File: src/rtl/fila_ctrl.sv
// Access controller for the 8-entry fila queue: round-robin enqueue arbitration
// between two producers and a two-cycle dequeue sequence for one consumer.
module fila_ctrl #(
  parameter int unsigned WIDTH = 8,
  parameter int unsigned DEPTH = 8
) (
  input  logic             clk_10KHz,
  input  logic             reset,
  input  logic             prod_a_req,
  input  logic [WIDTH-1:0] prod_a_data,
  output logic             prod_a_ack,
  input  logic             prod_b_req,
  input  logic [WIDTH-1:0] prod_b_data,
  output logic             prod_b_ack,
  input  logic             cons_req,
  output logic [WIDTH-1:0] cons_data,
  output logic             cons_valid,
  output logic [WIDTH-1:0] q_data,
  output logic             q_enqueue,
  output logic             q_dequeue,
  input  logic [WIDTH-1:0] q_data_out,
  output logic [3:0]       count,
  output logic             full,
  output logic             empty
);

  localparam logic [3:0] DepthCnt = 4'(DEPTH);

  typedef enum logic [2:0] {StIdle, StEnq, StArm, StCommit, StCapture, StDone} state_e;

  state_e           state_q, state_d;
  logic             rr_q, rr_d;      // 1: producer B favoured on a tie
  logic             turn_q, turn_d;  // 1: enqueue favoured on a tie
  logic [3:0]       count_q, count_d;
  logic [WIDTH-1:0] q_data_q, q_data_d;
  logic [WIDTH-1:0] cons_data_q, cons_data_d;
  logic             q_enq_q, q_enq_d;
  logic             q_deq_q, q_deq_d;
  logic             ack_a_q, ack_a_d;
  logic             ack_b_q, ack_b_d;
  logic             valid_q, valid_d;

  logic deq_ok, enq_ok, take_deq, grant_b;

  assign full  = (count_q == DepthCnt);
  assign empty = (count_q == 4'd0);

  assign deq_ok   = cons_req && !empty;
  assign enq_ok   = (prod_a_req || prod_b_req) && !full;
  assign take_deq = deq_ok && (!enq_ok || !turn_q);
  assign grant_b  = prod_b_req && (!prod_a_req || rr_q);

  always_comb begin
    state_d     = state_q;
    rr_d        = rr_q;
    turn_d      = turn_q;
    count_d     = count_q;
    q_data_d    = q_data_q;
    cons_data_d = cons_data_q;
    q_enq_d     = 1'b0;
    q_deq_d     = 1'b0;
    ack_a_d     = 1'b0;
    ack_b_d     = 1'b0;
    valid_d     = 1'b0;
    unique case (state_q)
      StIdle: begin
        if (take_deq) begin
          q_deq_d = 1'b1;
          count_d = count_q - 4'd1;
          turn_d  = ~turn_q;
          state_d = StArm;
        end else if (enq_ok) begin
          q_enq_d  = 1'b1;
          q_data_d = grant_b ? prod_b_data : prod_a_data;
          ack_a_d  = ~grant_b;
          ack_b_d  = grant_b;
          rr_d     = ~grant_b;
          count_d  = count_q + 4'd1;
          turn_d   = ~turn_q;
          state_d  = StEnq;
        end
      end
      StEnq:     state_d = StIdle;
      StArm:     state_d = StCommit;
      StCommit:  state_d = StCapture;
      StCapture: begin
        cons_data_d = q_data_out;
        valid_d     = 1'b1;
        state_d     = StDone;
      end
      StDone:    state_d = StIdle;
      default:   state_d = StIdle;
    endcase
  end

  always_ff @(posedge clk_10KHz or posedge reset) begin
    if (reset) begin
      state_q     <= StIdle;
      rr_q        <= 1'b0;
      turn_q      <= 1'b0;
      count_q     <= 4'd0;
      q_data_q    <= '0;
      cons_data_q <= '0;
      q_enq_q     <= 1'b0;
      q_deq_q     <= 1'b0;
      ack_a_q     <= 1'b0;
      ack_b_q     <= 1'b0;
      valid_q     <= 1'b0;
    end else begin
      state_q     <= state_d;
      rr_q        <= rr_d;
      turn_q      <= turn_d;
      count_q     <= count_d;
      q_data_q    <= q_data_d;
      cons_data_q <= cons_data_d;
      q_enq_q     <= q_enq_d;
      q_deq_q     <= q_deq_d;
      ack_a_q     <= ack_a_d;
      ack_b_q     <= ack_b_d;
      valid_q     <= valid_d;
    end
  end

  assign count      = count_q;
  assign q_data     = q_data_q;
  assign q_enqueue  = q_enq_q;
  assign q_dequeue  = q_deq_q;
  assign prod_a_ack = ack_a_q;
  assign prod_b_ack = ack_b_q;
  assign cons_valid = valid_q;
  assign cons_data  = cons_data_q;

endmodule

File: config.mk
export PLATFORM = sky130hd
export DESIGN_NAME = fila_ctrl
export DESIGN_NICKNAME = d
export VERILOG_FILES = /design/src/rtl/fila_ctrl.sv
export SDC_FILE = /design/constraint.sdc
export NUM_CORES = 1
export LEC_CHECK = 0
export CAP_MARGIN = 10
export CORE_AREA = 2 2 71 73
export DETAILED_ROUTE_END_ITERATION = 10
export DIE_AREA = 0 0 73 75
export SYNTH_ARGS = -nofsm -noshare
export SYNTH_HDL_FRONTEND = slang
export SYNTH_SLANG_ARGS = --single-unit
File: constraint.sdc
create_clock -name clk_10KHz -period 3.61 [get_ports clk_10KHz]
set_clock_uncertainty 0.15 [all_clocks]
set_input_delay 0.5415 -clock clk_10KHz [delete_from_list [all_inputs] [get_ports clk_10KHz]]
set_output_delay 0.5415 -clock clk_10KHz [all_outputs]
set_load 0.01 [all_outputs]
==> reports/summary.md, run 1 <==
Each instance of the synthesized netlist takes up on average 12.3 um2. Kind of cell with the highest combined delay on the critical path: buffers and inverters. Data on the critical path is required at its endpoint by 2.92 ns. The count of antenna-violating nets left after detailed routing is 0.

The buffer cell driving the clock tree root was sky130_fd_sc_hd__clkbuf_8. Timing would allow up to 368 MHz. The switching component of the power was 0.633 mW. Post-cts sizing count: 0. The highest-delay cell along the critical path is sky130_fd_sc_hd__or4b_4.

The delay of the slowest cell on the worst path is 0.62 ns, and the netlist area before placement is 1380 um2. The congestion estimate from routability-driven global placement came to 0.798. The floorplan step defined a die boundary enclosing 5480 um2. For the final number of max-transition violations, the log shows 0.

The type of destination of the critical path was a primary output. The CTS sink count is 30, and the register area share after synthesis is 54.5%. Internal power comes to 1.15 mW. The repair_antennas step left the layout with diodes totalling 0. The worst path needs 2.72 ns of the cycle, external delays included.

The number of different library cells used by synthesis comes to 35. The number of nets in the layout is 206, and the setup slack at placement is 0.717 ns. The top cell type by area accounts for 54.5% of the synthesized area. For the remaining design rule violation count, the log shows 0. At the pin with the least slew margin, the transition time is 0.703 ns. Hold repair after CTS inserted 0 buffers. Registers are responsible for 35.8% of the overall power.

The synthesized netlist net count came out at 144. The min-delay analysis places its worst path in the category register to register. Setup repair after global routing left no endpoint under its margin. STA classifies the critical path startpoint as a register. The count of final hold-check violations was 0; the synthesis-to-finish area growth was 51.4%.

The floorplan has 25 rows. The clock network burns 15.3% of the power. The tool flagged a number of max-cap violations equal to 0. The post-CTS repair timing setup buffer count is 0.

Summed over all instances, the cell type with the most area after synthesis is sky130_fd_sc_hd__dfrtp_1. TritonCTS built the clock tree. The number of buffer and inverter stages on the critical path is 2, and the via count of the first global-routing pass is 1,183. The worst hold slack was 0.333 ns; the global-route usage over all layers was 12.6%.

The number of instances in the synthesized netlist was 112; the total detailed-routing wirelength was 3100 um. Walking the worst path, the cells encountered are or4b_4, inv_1, clkdlybuf4s50_1. The worst-skew pair later-pin latency is 0.28 ns, and the final cycle utilization of the critical path is 75.2%.

The count of input and output buffers works out to 55. In this run the static leakage power is 0.934 nW. The arrival time at the worst endpoint was 2.02 ns; the number of register bits inferred by synthesis was 30.

The count of endpoints failing setup in the final report came out at 0. In this run the worst path has a maximum fanout of 7. The worst path setup slack after routing was 0.894 ns.

The first detailed-routing pass ran for 4 iterations. The tools report the count of synthesis-stage warnings from yosys as 0. Entering global routing, the biggest net connects 31 pins. The tools report the total overflow reported by the global router as 0. The die is 75 um tall. The logs give 2400 um for the placed wire-length estimate after detailed placement and 29.6% for the starting density of the core. VDD sags by at most 0.000287 V. Measured along the x axis, the die boundary spans 73 um. By area the synthesized netlist is led by sky130_fd_sc_hd__dfrtp_1, sky130_fd_sc_hd__mux2i_1, sky130_fd_sc_hd__mux2_2. For this block, the initial DRC count from the detailed router was 23.

Dividing the detail-routed wire length by the instance count gives 13.5 um. Dividing the detail-routed via count by the number of cells gives 4.72. Clock-pin slew was measured on the worst setup and hold paths at 0.06 ns. The number of antenna violations at the first check in global routing came out at 0. For the routed via count, the log shows 1,081. Net switching is 35.4% of the power.

CTS built an H-tree with a depth of 2. The flow ran to the end, and the final reports show no timing, DRC or antenna violations. 56 I/O pins were placed. Combinational cells account for 48.9% of the total power. The first global-routing pass estimated 5180 um of wire. The critical path in this run is classified as register to primary output.

Cells with a size suffix above 1 make up 16.0% of the layout. For the final setup TNS, the log shows 0 ns. The worst-case clock buffer depth is 2, and the power per cell area is 857 nW/um2. Measured on the finished design, the core utilization comes to 44.8%. The tools report the total CTS buffers as 5. Headroom to the max-slew limit came out at 53.1%. In this run the standard cell core region covers 4660 um2.
==> placed cells by master (no fill, tap or decap), drive strengths merged, types with 2 or more instances in the layout <==
cell,synthesis,layout
mux2,9,9
dfrtp,30,30
nor3,3,3
buf,2,2
ha,2,2
mux2i,9,9
inv,7,7
o21ai,10,10
clkbuf,0,7
nor2,3,3
nand2,11,11
a21oi,3,3
and3,2,2
xnor2,4,4
clkdlybuf4s50,0,55
o211a,2,2
==> logic make-up (layout without fill, tap and decap cells) <==
kind of cell	count (synthesis)	after routing	synth area share [%]
fa+ha+maj	3	3	3.27
mux	18	18	14.2
flops	30	30	54.5
xor+xnor	4	4	2.54
buf+inv	9	72	3.09
compound gates	22	22	12.7
simple gates	26	26	9.72
==> worst register-to-register path: stages, from the launching register on <==
cell                      delay (ns)
sky130_fd_sc_hd__dfrtp_1        0.47
sky130_fd_sc_hd__or4b_4         0.62
sky130_fd_sc_hd__a31o_4         0.27
sky130_fd_sc_hd__inv_2          0.09
sky130_fd_sc_hd__ha_1           0.27
sky130_fd_sc_hd__a21oi_1        0.18
sky130_fd_sc_hd__a21oi_1        0.11
sky130_fd_sc_hd__a22oi_2        0.21
sky130_fd_sc_hd__xnor2_1        0.13
==> synth_stat cells <==
| cell | instances |
|---|---|
| sky130_fd_sc_hd__dfrtp_1 | 30 |
| sky130_fd_sc_hd__nand2_1 | 10 |
| sky130_fd_sc_hd__mux2i_1 | 9 |
| sky130_fd_sc_hd__mux2_2 | 8 |
| sky130_fd_sc_hd__o21ai_0 | 7 |
| sky130_fd_sc_hd__inv_1 | 6 |
| sky130_fd_sc_hd__xnor2_1 | 4 |
| sky130_fd_sc_hd__a21oi_1 | 3 |
| sky130_fd_sc_hd__nor2_1 | 3 |
| sky130_fd_sc_hd__nor3_1 | 3 |
| sky130_fd_sc_hd__and3_1 | 2 |
| sky130_fd_sc_hd__ha_1 | 2 |
| sky130_fd_sc_hd__o211a_1 | 2 |
| sky130_fd_sc_hd__o21ai_2 | 2 |
| sky130_fd_sc_hd__a211oi_1 | 1 |
| sky130_fd_sc_hd__a22oi_2 | 1 |
| sky130_fd_sc_hd__a31o_4 | 1 |
| sky130_fd_sc_hd__a31oi_1 | 1 |
| sky130_fd_sc_hd__buf_2 | 1 |
| sky130_fd_sc_hd__buf_6 | 1 |
| sky130_fd_sc_hd__fa_1 | 1 |
| sky130_fd_sc_hd__inv_2 | 1 |
| sky130_fd_sc_hd__mux2_4 | 1 |
| sky130_fd_sc_hd__nand2_2 | 1 |
| sky130_fd_sc_hd__nand3_1 | 1 |
| sky130_fd_sc_hd__nor2b_1 | 1 |
| sky130_fd_sc_hd__nor3b_1 | 1 |
| sky130_fd_sc_hd__nor4_1 | 1 |
| sky130_fd_sc_hd__o2111ai_2 | 1 |
| sky130_fd_sc_hd__o21ai_1 | 1 |
| sky130_fd_sc_hd__o21bai_1 | 1 |
| sky130_fd_sc_hd__o41ai_2 | 1 |
| sky130_fd_sc_hd__or2_2 | 1 |
| sky130_fd_sc_hd__or3_1 | 1 |
| sky130_fd_sc_hd__or4b_4 | 1 |
==> power by group through the flow <==
| stage | Sequential (mW) | Combinational (mW) | Clock, mW |
|---|---|---|---|
| after floorplan | 0.683 | 0.443 | 0 |
| after global placement | 0.637 | 0.861 | 0 |
| after CTS | 0.640 | 0.891 | 0.287 |
| after detailed placement | 0.643 | 0.891 | 0 |
| final | 0.640 | 0.873 | 0.274 |
| after global routing | 0.665 | 0.962 | 0.303 |
==> stage by stage <==
| step | total power [mW] | cells | cell area [um2] |
|---|---|---|---|
| 6_report | 1.79 | 229 | 2090 |
| 5_1_grt | 1.93 | 229 | 2090 |
| 4_1_cts | 1.82 | 229 | 2090 |
| 3_5_place_dp | 1.53 | 221 | 1990 |
| 3_3_place_gp | 1.50 | 221 | 1990 |
| 2_1_floorplan | 1.13 | 112 | 1380 |
==> area by class of cell <==
| class | count | area, um2 |
|---|---|---|
| timing repair buffer | 57 | 566 |
| clock buffer | 7 | 86.3 |
| sequential | 30 | 751 |
| inverter | 7 | 26.3 |
| multi-input combinational | 73 | 584 |
| fill | 441 | 2570 |
| clock inverter | 1 | 5.00 |
| tap | 54 | 67.6 |
==> state kept, by name, summed over array words and instances (netlist names) <==
name        count
cons_data       8
cons_valid      1
count           4
prod_a_ack      1
prod_b_ack      1
q_data          8
q_dequeue       1
q_enqueue       1
rr_q            1
state_q         3
turn_q          1
==> path summary, 6_finish.rpt <==
| path | startpoint | to | slack (ns) | depth (start not counted) |
|---|---|---|---|---|
| min in group asynchronous | reset | cons_data[1] | 0.48 | 3 |
| worst max-delay path | count[0] | full | 0.89 | 3 |
| worst min register to register | q_data[1] | q_data[1] | 0.33 | 2 |
| worst min-delay path | q_data[1] | q_data[1] | 0.33 | 2 |
| worst max register to register | count[0] | count[3] | 1.03 | 8 |
| max in group asynchronous | reset | rr_q | 2.55 | 3 |
==> per-layer routing <==
| layer | routed length [um] | part of all wire [%] | global-route usage, % |
|---|---|---|---|
| met5 | 0 | 0 | 0 |
| met4 | 68 | 2.2 | 7.41 |
| met3 | 167 | 5.4 | 3.75 |
| met2 | 1600 | 52 | 21.8 |
| met1 | 1260 | 41 | 13.7 |
Note: power is estimated with default switching activity, not from simulation.
==> run 2, diff against run 1 <==
==> constraint.sdc (replaced) <==
create_clock -name clk_10KHz -period 2.5 [get_ports clk_10KHz]
set_clock_uncertainty 0.15 [all_clocks]
set_input_delay 0.375 -clock clk_10KHz [delete_from_list [all_inputs] [get_ports clk_10KHz]]
set_output_delay 0.375 -clock clk_10KHz [all_outputs]
set_load 0.01 [all_outputs]
==> reports/summary.md, run 2 (synthesis results as in run 1) <==
The capture point of the worst path was count[3]. The largest individual stage delay along the critical path comes from the cell sky130_fd_sc_hd__or4b_4. Setup violations remaining at the end of the flow were counted as 0.

Counting every sink on the clock net gives 30. The number of buffer and inverter stages on the critical path is 1. For the total CTS buffers, the log shows 5. Type of the worst setup path: register to register. The run gives 53.7% as the max-slew headroom at the worst pin. The run finished with clean final reports. Power per cell area: 1260 nW/um2. The horizontal die dimension works out to 73 um. TritonCTS built the clock tree. For the number of antenna cells inserted, the log shows 0. The leakage component of the power came out at 1.02 nW.

Along the worst path, the maximum fanout reaches 5. The clock tree synthesis step divided the H-tree into 2 levels. Worst path setup slack after routing: 0.0957 ns. The HPWL after detailed placement is 2530 um. Delay of the slowest cell on the worst path: 0.55 ns. The detailed-router iteration count before antenna repair is 4, and the placeable core area is 4660 um2. The floorplan step defined a die boundary enclosing 5480 um2. Layout filler cell count: 435.

The tool flagged a number of max-cap violations equal to 0. Global routing consumed, over all layers together, 13.4% of the routing resources. The maximum vdd drop was 0.000523 V; the actual transition at the worst max-transition pin was 0.695 ns.

Using the TritonRoute via totals, the vias-per-cell ratio works out to 4.54. Data on the critical path is required at its endpoint by 2.54 ns. For this run, the top clock speed supported by timing is 416 MHz. The final cycle utilization of the critical path was 96.2%. The top cell types in the final layout, fill and taps aside, are sky130_fd_sc_hd__clkdlybuf4s50_1, sky130_fd_sc_hd__dfrtp_1, sky130_fd_sc_hd__buf_4, sky130_fd_sc_hd__nand2_1, sky130_fd_sc_hd__mux2i_1. Entering global routing, the biggest net connects 31 pins.

Cells with a size suffix above 1 make up 21.8% of the layout. The number of gates on the worst path with buffers counted is 8. The min-delay analysis places its worst path in the category input port to async pin. The number of cells on the worst reg-to-reg path is 8. For this block, the routed nets add up to 3340 um of wire.

The clock passes through at most 2 buffers. Critical register-to-register path endpoint: count[3]. Grouping stages by cell kind, the critical path spends the most delay in compound AO/OA/AOI/OAI gates. Once the floorplan was initialized, standard cells occupied 29.6% of the core. The startpoint identified for the worst register-to-register timing path is count[1]. The most critical setup path has its startpoint at count[1]. Time the final worst path needs with I/O delays and setup: 2.40 ns. Hold timing on the final database bottoms out at a slack of 0.336 ns.

The register-to-register setup slack is 0.1 ns, and the synthesis-to-finish area growth is 60.9%. The detailed router finished its first iteration with 63 violations. The count of input and output buffers works out to 55. The type of destination of the critical path was a register. Before CTS, the worst setup slack after placement is -0.0935 ns. Remaining design rule violation count: 0.

The critical path goes through or4b_4, a31o_4, inv_2, ha_1, a21oi_2, a21oi_1, a22oi_2, xnor2_1. The net count of the finished layout is 219. For this block, the via count after detailed routing is 1,099.

In this run the vertical extent of the chip is 75 um. STA puts the critical path data arrival time at 2.44 ns. The final number of max-transition violations is 0.

The clock reaches the later pin of the worst-skew pair after 0.27 ns. The first global-routing pass estimated 5460 um of wire. The congestion estimate from routability-driven global placement came to 0.793. Via count of the first global-routing pass: 1,177. The count of pins on the block boundary came out at 56. Average wire length per cell after detail routing: 13.8 um.

The clock-pin transition on the worst setup and hold timing paths came out at 0.06 ns. Once detail routing completed, the nets flagged for antenna violations numbered 0. After global routing the overflow that remains totals 0.

CTS placed an instance of sky130_fd_sc_hd__clkbuf_8 at the clock tree root. The run gives 0 as the number of antenna violations at the first check in global routing. Cells fill 47.5% of the core in the end. The number of placement rows came out at 25. Leaving out fill and tap cells, the most frequent cell in the layout is sky130_fd_sc_hd__clkdlybuf4s50_1. Count of final hold-check violations: 0. The type of origin of the critical path was a register.
## run 2: cell count changes in the layout (fill, tap and decap cells not counted)
| cell | delta |
|---|---|
| sky130_fd_sc_hd__a21oi_1 | -1 |
| sky130_fd_sc_hd__a21oi_2 | +1 |
| sky130_fd_sc_hd__buf_4 | +13 |
| sky130_fd_sc_hd__bufinv_16 | +1 |
| sky130_fd_sc_hd__clkbuf_1 | +1 |
| sky130_fd_sc_hd__clkbuf_8 | -1 |
| sky130_fd_sc_hd__clkdlybuf4s50_1 | -1 |
| sky130_fd_sc_hd__clkinv_2 | -1 |
| sky130_fd_sc_hd__dlymetal6s2s_1 | +1 |
| sky130_fd_sc_hd__o41ai_2 | -1 |
| sky130_fd_sc_hd__o41ai_4 | +1 |
## run 2: final cells by class
type	count	area, um2	share of cell area (%)
sequential	30	751	33.9
tap	54	67.6	3.05
timing repair buffer	70	666	30.0
multi-input combinational	73	599	27.0
inverter	7	26.3	1.19
clock inverter	1	30.0	1.36
clock buffer	7	76.3	3.44
## run 2: through the flow
stage | setup TNS (ns) | total power [mW] | cells | area, um2
after floorplan | 0 | 1.63 | 112 | 1380
after global placement | 0 | 2.27 | 234 | 2090
after detailed placement | -0.0935 | 2.33 | 234 | 2090
after CTS | 0 | 2.82 | 242 | 2200
after global routing | -0.0143 | 3.02 | 242 | 2220
final | 0 | 2.80 | 242 | 2220
## run 2: worst min-delay path: cells and delay by family
family / cells / cell delay, ns
buffers and inverters: 3 / 0.80
## run 2: how the worst min path moves through the flow
stage,to,slack [ns],cells after the start
floorplan,cons_data[0],0.32,1
global placement,q_data[4],0.32,2
detailed placement,q_data[5],0.32,2
CTS,q_data[6],0.34,3
global route,state_q[1],0.35,3
finish,cons_data[2],0.34,3
## run 2: repair_timing
item | 4_1_cts | 5_1_grt
resized for setup | 0 | 3
setup buffers | 0 | 0
hold buffers | 0 | 0
endpoints found under the setup margin | 0 | 2
endpoints found under the hold margin | 0 | 0
## run 2: power breakdown
part | total [mW] | leakage, nW | switching, mW | internal (mW)
clock | 0.463 | 0.0524 | 0.165 | 0.298
combinational | 1.45 | 0.602 | 0.630 | 0.822
sequential | 0.883 | 0.370 | 0.160 | 0.723
## run 2: layer usage
layer / vias to the layer above / wire, um / global-route usage, %
li1: 547 / - / -
met1: 512 / 1350 / 15.7
met2: 38 / 1780 / 22.6
met3: 2 / 167 / 4.82
met4: 0 / 34 / 4.94
met5: - / 0 / 0
==> edit 1: new RTL, flow settings as in run 1 <==
Change the parameter `WIDTH` from 8 to 9.
--- a/src/rtl/fila_ctrl.sv
+++ b/src/rtl/fila_ctrl.sv
@@ -2,5 +2,5 @@
 // between two producers and a two-cycle dequeue sequence for one consumer.
 module fila_ctrl #(
-  parameter int unsigned WIDTH = 8,
+  parameter int unsigned WIDTH = 9,
   parameter int unsigned DEPTH = 8
 ) (
Interface: changed (5 resized); port bits go from 56 to 61. The function was not compared with the original's and may differ.
==> edit 1 against run 1 <==
Setup slack worse by 55 ps; via count is 6.4% higher; global-route usage grew 0.26 points; critical path type unchanged; area after synthesis increased by 6.4%; cell area increased by 6.5%; worst hold slack worse by 3.0 ps; largest cell class unchanged; fmax shrank 2.0%; sequential cell count rose by 2; wire length is 5.9% higher; total power is 5.7% higher; largest power group unchanged; count of clock-buffer cells in the layout is 1 higher.
==> edit 1: results (changes against run 1) <==
CP max stage delay = 690 ps (+70 ps)
vias in the first global route = 1169 (-1.2%)
Pre-antenna DRT Iters = 4 (unchanged)
commonest cells in the netlist = dfrtp_1 (32), nand2_1 (11), mux2i_1 (10), o21ai_0 (10), mux2_2 (9)
Place WS = 757 ps (+39.2 ps)
clock buffer depth = 2 (unchanged)
Mapped Nets = 155 (+7.6%)
status = finished clean
n_diodes = 0 (unchanged)
global-route wire length before repair = 5290 um (+2.1%)
via count = 1150 (+6.4%)
post-synthesis register bit count = 32 (+6.7%)
Tot GR Track Use = 0.129 (+0.00262)
clk slew on worst S/H paths = 70 ps
# port buffers = 60 (+9.1%)
Post-CTS Resized = 0 (unchanged)
root buffer cell = clkbuf_8
Filler cells = 433 (-1.8%)
Worst Path Max Fanout = 7 (unchanged)
drt total wl = 3280 um (+5.9%)
top-count cell post-synth = dfrtp_1
GP Congestion = 0.771 (-3.5%)
P_leak = 0.989 nW (+5.9%)
Slowest-stage cell, CP = or4b_1
Synth warnings = 0 (unchanged)
peak supply drop = 359 uV (+25%)
Async S/R FF share, synth = 1.00 (unchanged)
Clock Latency Late Sink = 280 ps (about the same)
fraction of layout cells with a size suffix above 1 = 0.150 (-0.0103)
Yosys cell types = 37 (+5.7%)
1st-iter DRT viols = 42 (+83%)
TritonCTS Buffers = 5 (unchanged)
Seq/Total Area, Yosys = 0.547 (+0.00158)
top post-synthesis cells by area = dfrtp_1 (55%), mux2_2 (6.9%), mux2i_1 (6.8%)
pin count of the biggest net entering global routing = 33 (+6.5%)
Post-CTS Setup Repair Bufs = 0 (unchanged)
crit-path leading delay family = simple AND/OR/NAND/NOR gates
hold crit path type = register to register
Detailed Place HPWL = 2510 um (+4.9%)
Worst-Margin Slew = 702 ps (-0.970 ps)
crit path DAT = 2080 ps (+60 ps)
Placed Instance Area = 0.00213 mm^2 (+6.8%)
grt ovf = 0 (unchanged)
Nets = 221 (+7.3%)
top_reg_cell synth = dfrtp_1
-- edit 1: final cells by class --
class	count	share of cell area
clock buffer	8	0.0406
inverter	7	0.0141
multi-input combinational	77	0.274
sequential	32	0.361
tap	54	0.0304
timing repair buffer	63	0.281
-- edit 1: layer usage --
layer  GRT usage  share of wire
met1       0.145           0.40
met2       0.208           0.49
met3      0.0576          0.078
met4      0.0617          0.024
met5           0              0
-- edit 1: worst paths after layout --
check | start | to | slack [ps] | cells past startpoint
max | count[0] | full | 840 | 3
min | q_data[3] | q_data[3] | 330 | 2
max reg2reg | count[0] | count[3] | 940 | 8
min reg2reg | q_data[3] | q_data[3] | 330 | 2
max in group asynchronous | reset | q_dequeue | 2530 | 3
min in group asynchronous | reset | q_data[2] | 490 | 3
-- edit 1: logic make-up after synthesis --
kind of cell	share of synthesized area
AO/OA/AOI/OAI	0.118
XOR/XNOR	0.0239
adder cells (fa/ha/maj)	0.0307
buffers and inverters	0.0384
flip-flops	0.547
multiplexers	0.148
AND/OR/NAND/NOR	0.0948
-- edit 1: through the flow --
stage | utilization | instances
detailed placement | 0.457 | 233
floorplan | - | 120
global placement | 0.457 | 233
CTS | 0.477 | 241
global route | 0.477 | 241
finish | 0.477 | 241
-- edit 1: worst reg2reg max path, cell delays in order, from the launching register on --
cell	delay [ps]
dfrtp_1	470
or4b_1	690
a31o_4	310
clkinv_4	60
ha_1	250
a21oi_1	190
a21oi_1	110
a22oi_2	220
xnor2_1	140
-- edit 1: power breakdown --
part | switching [mW] | internal, mW | leakage [nW]
sequential | 0.142 | 0.534 | 0.395
combinational | 0.398 | 0.533 | 0.549
clock | 0.127 | 0.155 | 0.0455
==> edit 2: new RTL, flow settings as in run 1 <==
Made on the original files. Re-encode `state_e` (6 states) as one-hot, 6 bits wide.
--- a/src/rtl/fila_ctrl.sv
+++ b/src/rtl/fila_ctrl.sv
@@ -27,5 +27,5 @@
   localparam logic [3:0] DepthCnt = 4'(DEPTH);
 
-  typedef enum logic [2:0] {StIdle, StEnq, StArm, StCommit, StCapture, StDone} state_e;
+  typedef enum logic [5:0] {StIdle = 6'b000001, StEnq = 6'b000010, StArm = 6'b000100, StCommit = 6'b001000, StCapture = 6'b010000, StDone = 6'b100000} state_e;
 
   state_e           state_q, state_d;
Check against the original RTL: no difference found for any inputs over 10 cycles, from zero or initial values and one cycle with reset high; not proved beyond that.
==> edit 2 against run 1 <==
Setup slack got worse by 140 ps; cell area rose by 10%; via count rose by 8.4%; wire length rose by 21%; sequential share of layout area barely moved; total power rose by 4.5%; final cell count rose by 5.2%; area after synthesis rose by 16%; sequential cell count rose by 3; combinational power rose by 8.9%; critical path type is now register to register; largest power group unchanged; highest routed layer unchanged.
==> edit 2: results (changes against run 1) <==
fraction of layout cells with a size suffix above 1 = 0.235 (+0.0753)
r2r startpoint = count[1]
drt total wl = 3740 um (+21%)
Async S/R FF share, synth = 1.00 (unchanged)
Filler cells = 419 (-5.0%)
met3 usage = 0.0415 (+0.00402)
Yosys cell types = 39 (+11%)
status = finished clean
Synth Area in Adders = 0.0282 (-0.00448)
crit path DAT = 2860 ps (+840 ps)
Nets = 218 (+5.8%)
Power Density = 813 mW/mm^2 (-5.1%)
Tot GR Track Use = 0.141 (+0.0154)
vias per cell = 4.86 (+3.0%)
Tcrit/Tclk final = 0.791 (+0.0386)
FF-to-FF setup slack = 760 ps (-270 ps)
Placed Instance Area = 0.00221 mm^2 (+11%)
Post-Synth XOR/XNOR Area = 0.0219 (-0.00349)
GR Util met1 = 0.172 (+0.0352)
Slowest-stage cell, CP = or4_1
headroom to the max-slew limit = 0.361 (-0.170)
Hold EP = turn_q
Avg WL per Cell = 15.5 um (+15%)
commonest cells in the netlist = dfrtp_1 (32), mux2_2 (18), inv_1 (7), mux2_4 (7)
global-route wire length before repair = 5890 um (+14%)
top post-synthesis cells by area = dfrtp_1 (50%), mux2_2 (13%), mux2_4 (6.6%)
1st-iter DRT viols = 80 (+250%)
P_leak = 1.01 nW (+8.6%)
peak supply drop = 287 uV (about the same)
Synth Area per Inst = 12.9 um^2 (+4.7%)
internal power = 1.22 mW (+5.4%)
worst hold slack = 354 ps (+21.9 ps)
Seq/Total Area, Yosys = 0.518 (-0.0269)
synth-to-layout area growth = 43.8%
Hold Crit Start = turn_q
met2 WL = 2000 um (+25%)
RR Endpoint = count[3]
Hold Path Stages = 1 (-1)
CP max stage delay = 590 ps (-30 ps)
Pre-antenna DRT Iters = 2 (-2)
DR WL met3 = 117 um (-30%)
vias in the first global route = 1237 (+4.6%)
GP Congestion = 0.866 (+8.5%)
Mapped Nets = 156 (+8.3%)
kind of critical path = register to register
Placed Cells = 233 (+5.4%)
Place WS = 467 ps (-250 ps)
Detailed Place HPWL = 2860 um (+19%)
mux share of post-synthesis cell area = 0.199 (+0.0574)
fraction of the mapped netlist area in compound gates = 0.0619 (-0.0652)
CTS sink cnt = 33 (+10%)
TritonCTS Buffers = 5 (unchanged)
GR Layer Usage met2 = 0.239 (+0.0210)
Gate power share = 0.509 (+0.020)
Synth warnings = 0 (unchanged)
crit-path leading delay family = compound AO/OA/AOI/OAI gates
WL met1 = 1580 um (+25%)
Seq power = 647 uW (+1%)
pin count of the biggest net entering global routing = 26 (-16%)
[edit 2: cell types whose count changed after synthesis, sizes merged, moves of 2 or more]
| cell | delta |
|---|---|
| nor2 | +2 |
| nor3b | +3 |
| nor3 | +2 |
| nand2 | -9 |
| xor2 | +2 |
| xnor2 | -2 |
| or2 | +2 |
| mux2 | +16 |
| a21oi | +2 |
| dfrtp | +2 |
| o21ai | -5 |
| mux2i | -8 |
| nand4 | +3 |
| o211a | -2 |
[edit 2: final cells by class]
type / instances / area share
timing repair buffer: 58 / 0.250
clock buffer: 5 / 0.0300
sequential: 33 / 0.360
clock inverter: 3 / 0.00763
multi-input combinational: 81 / 0.312
inverter: 7 / 0.0114
tap: 54 / 0.0294
[edit 2: cells by family (layout without fill, tap and decap cells)]
family,count (synthesis),in the layout
simple gates,32,32
buf+inv,10,73
mux,26,26
fa+ha+maj,3,3
xor+xnor,4,4
flops,33,33
compound gates,16,16
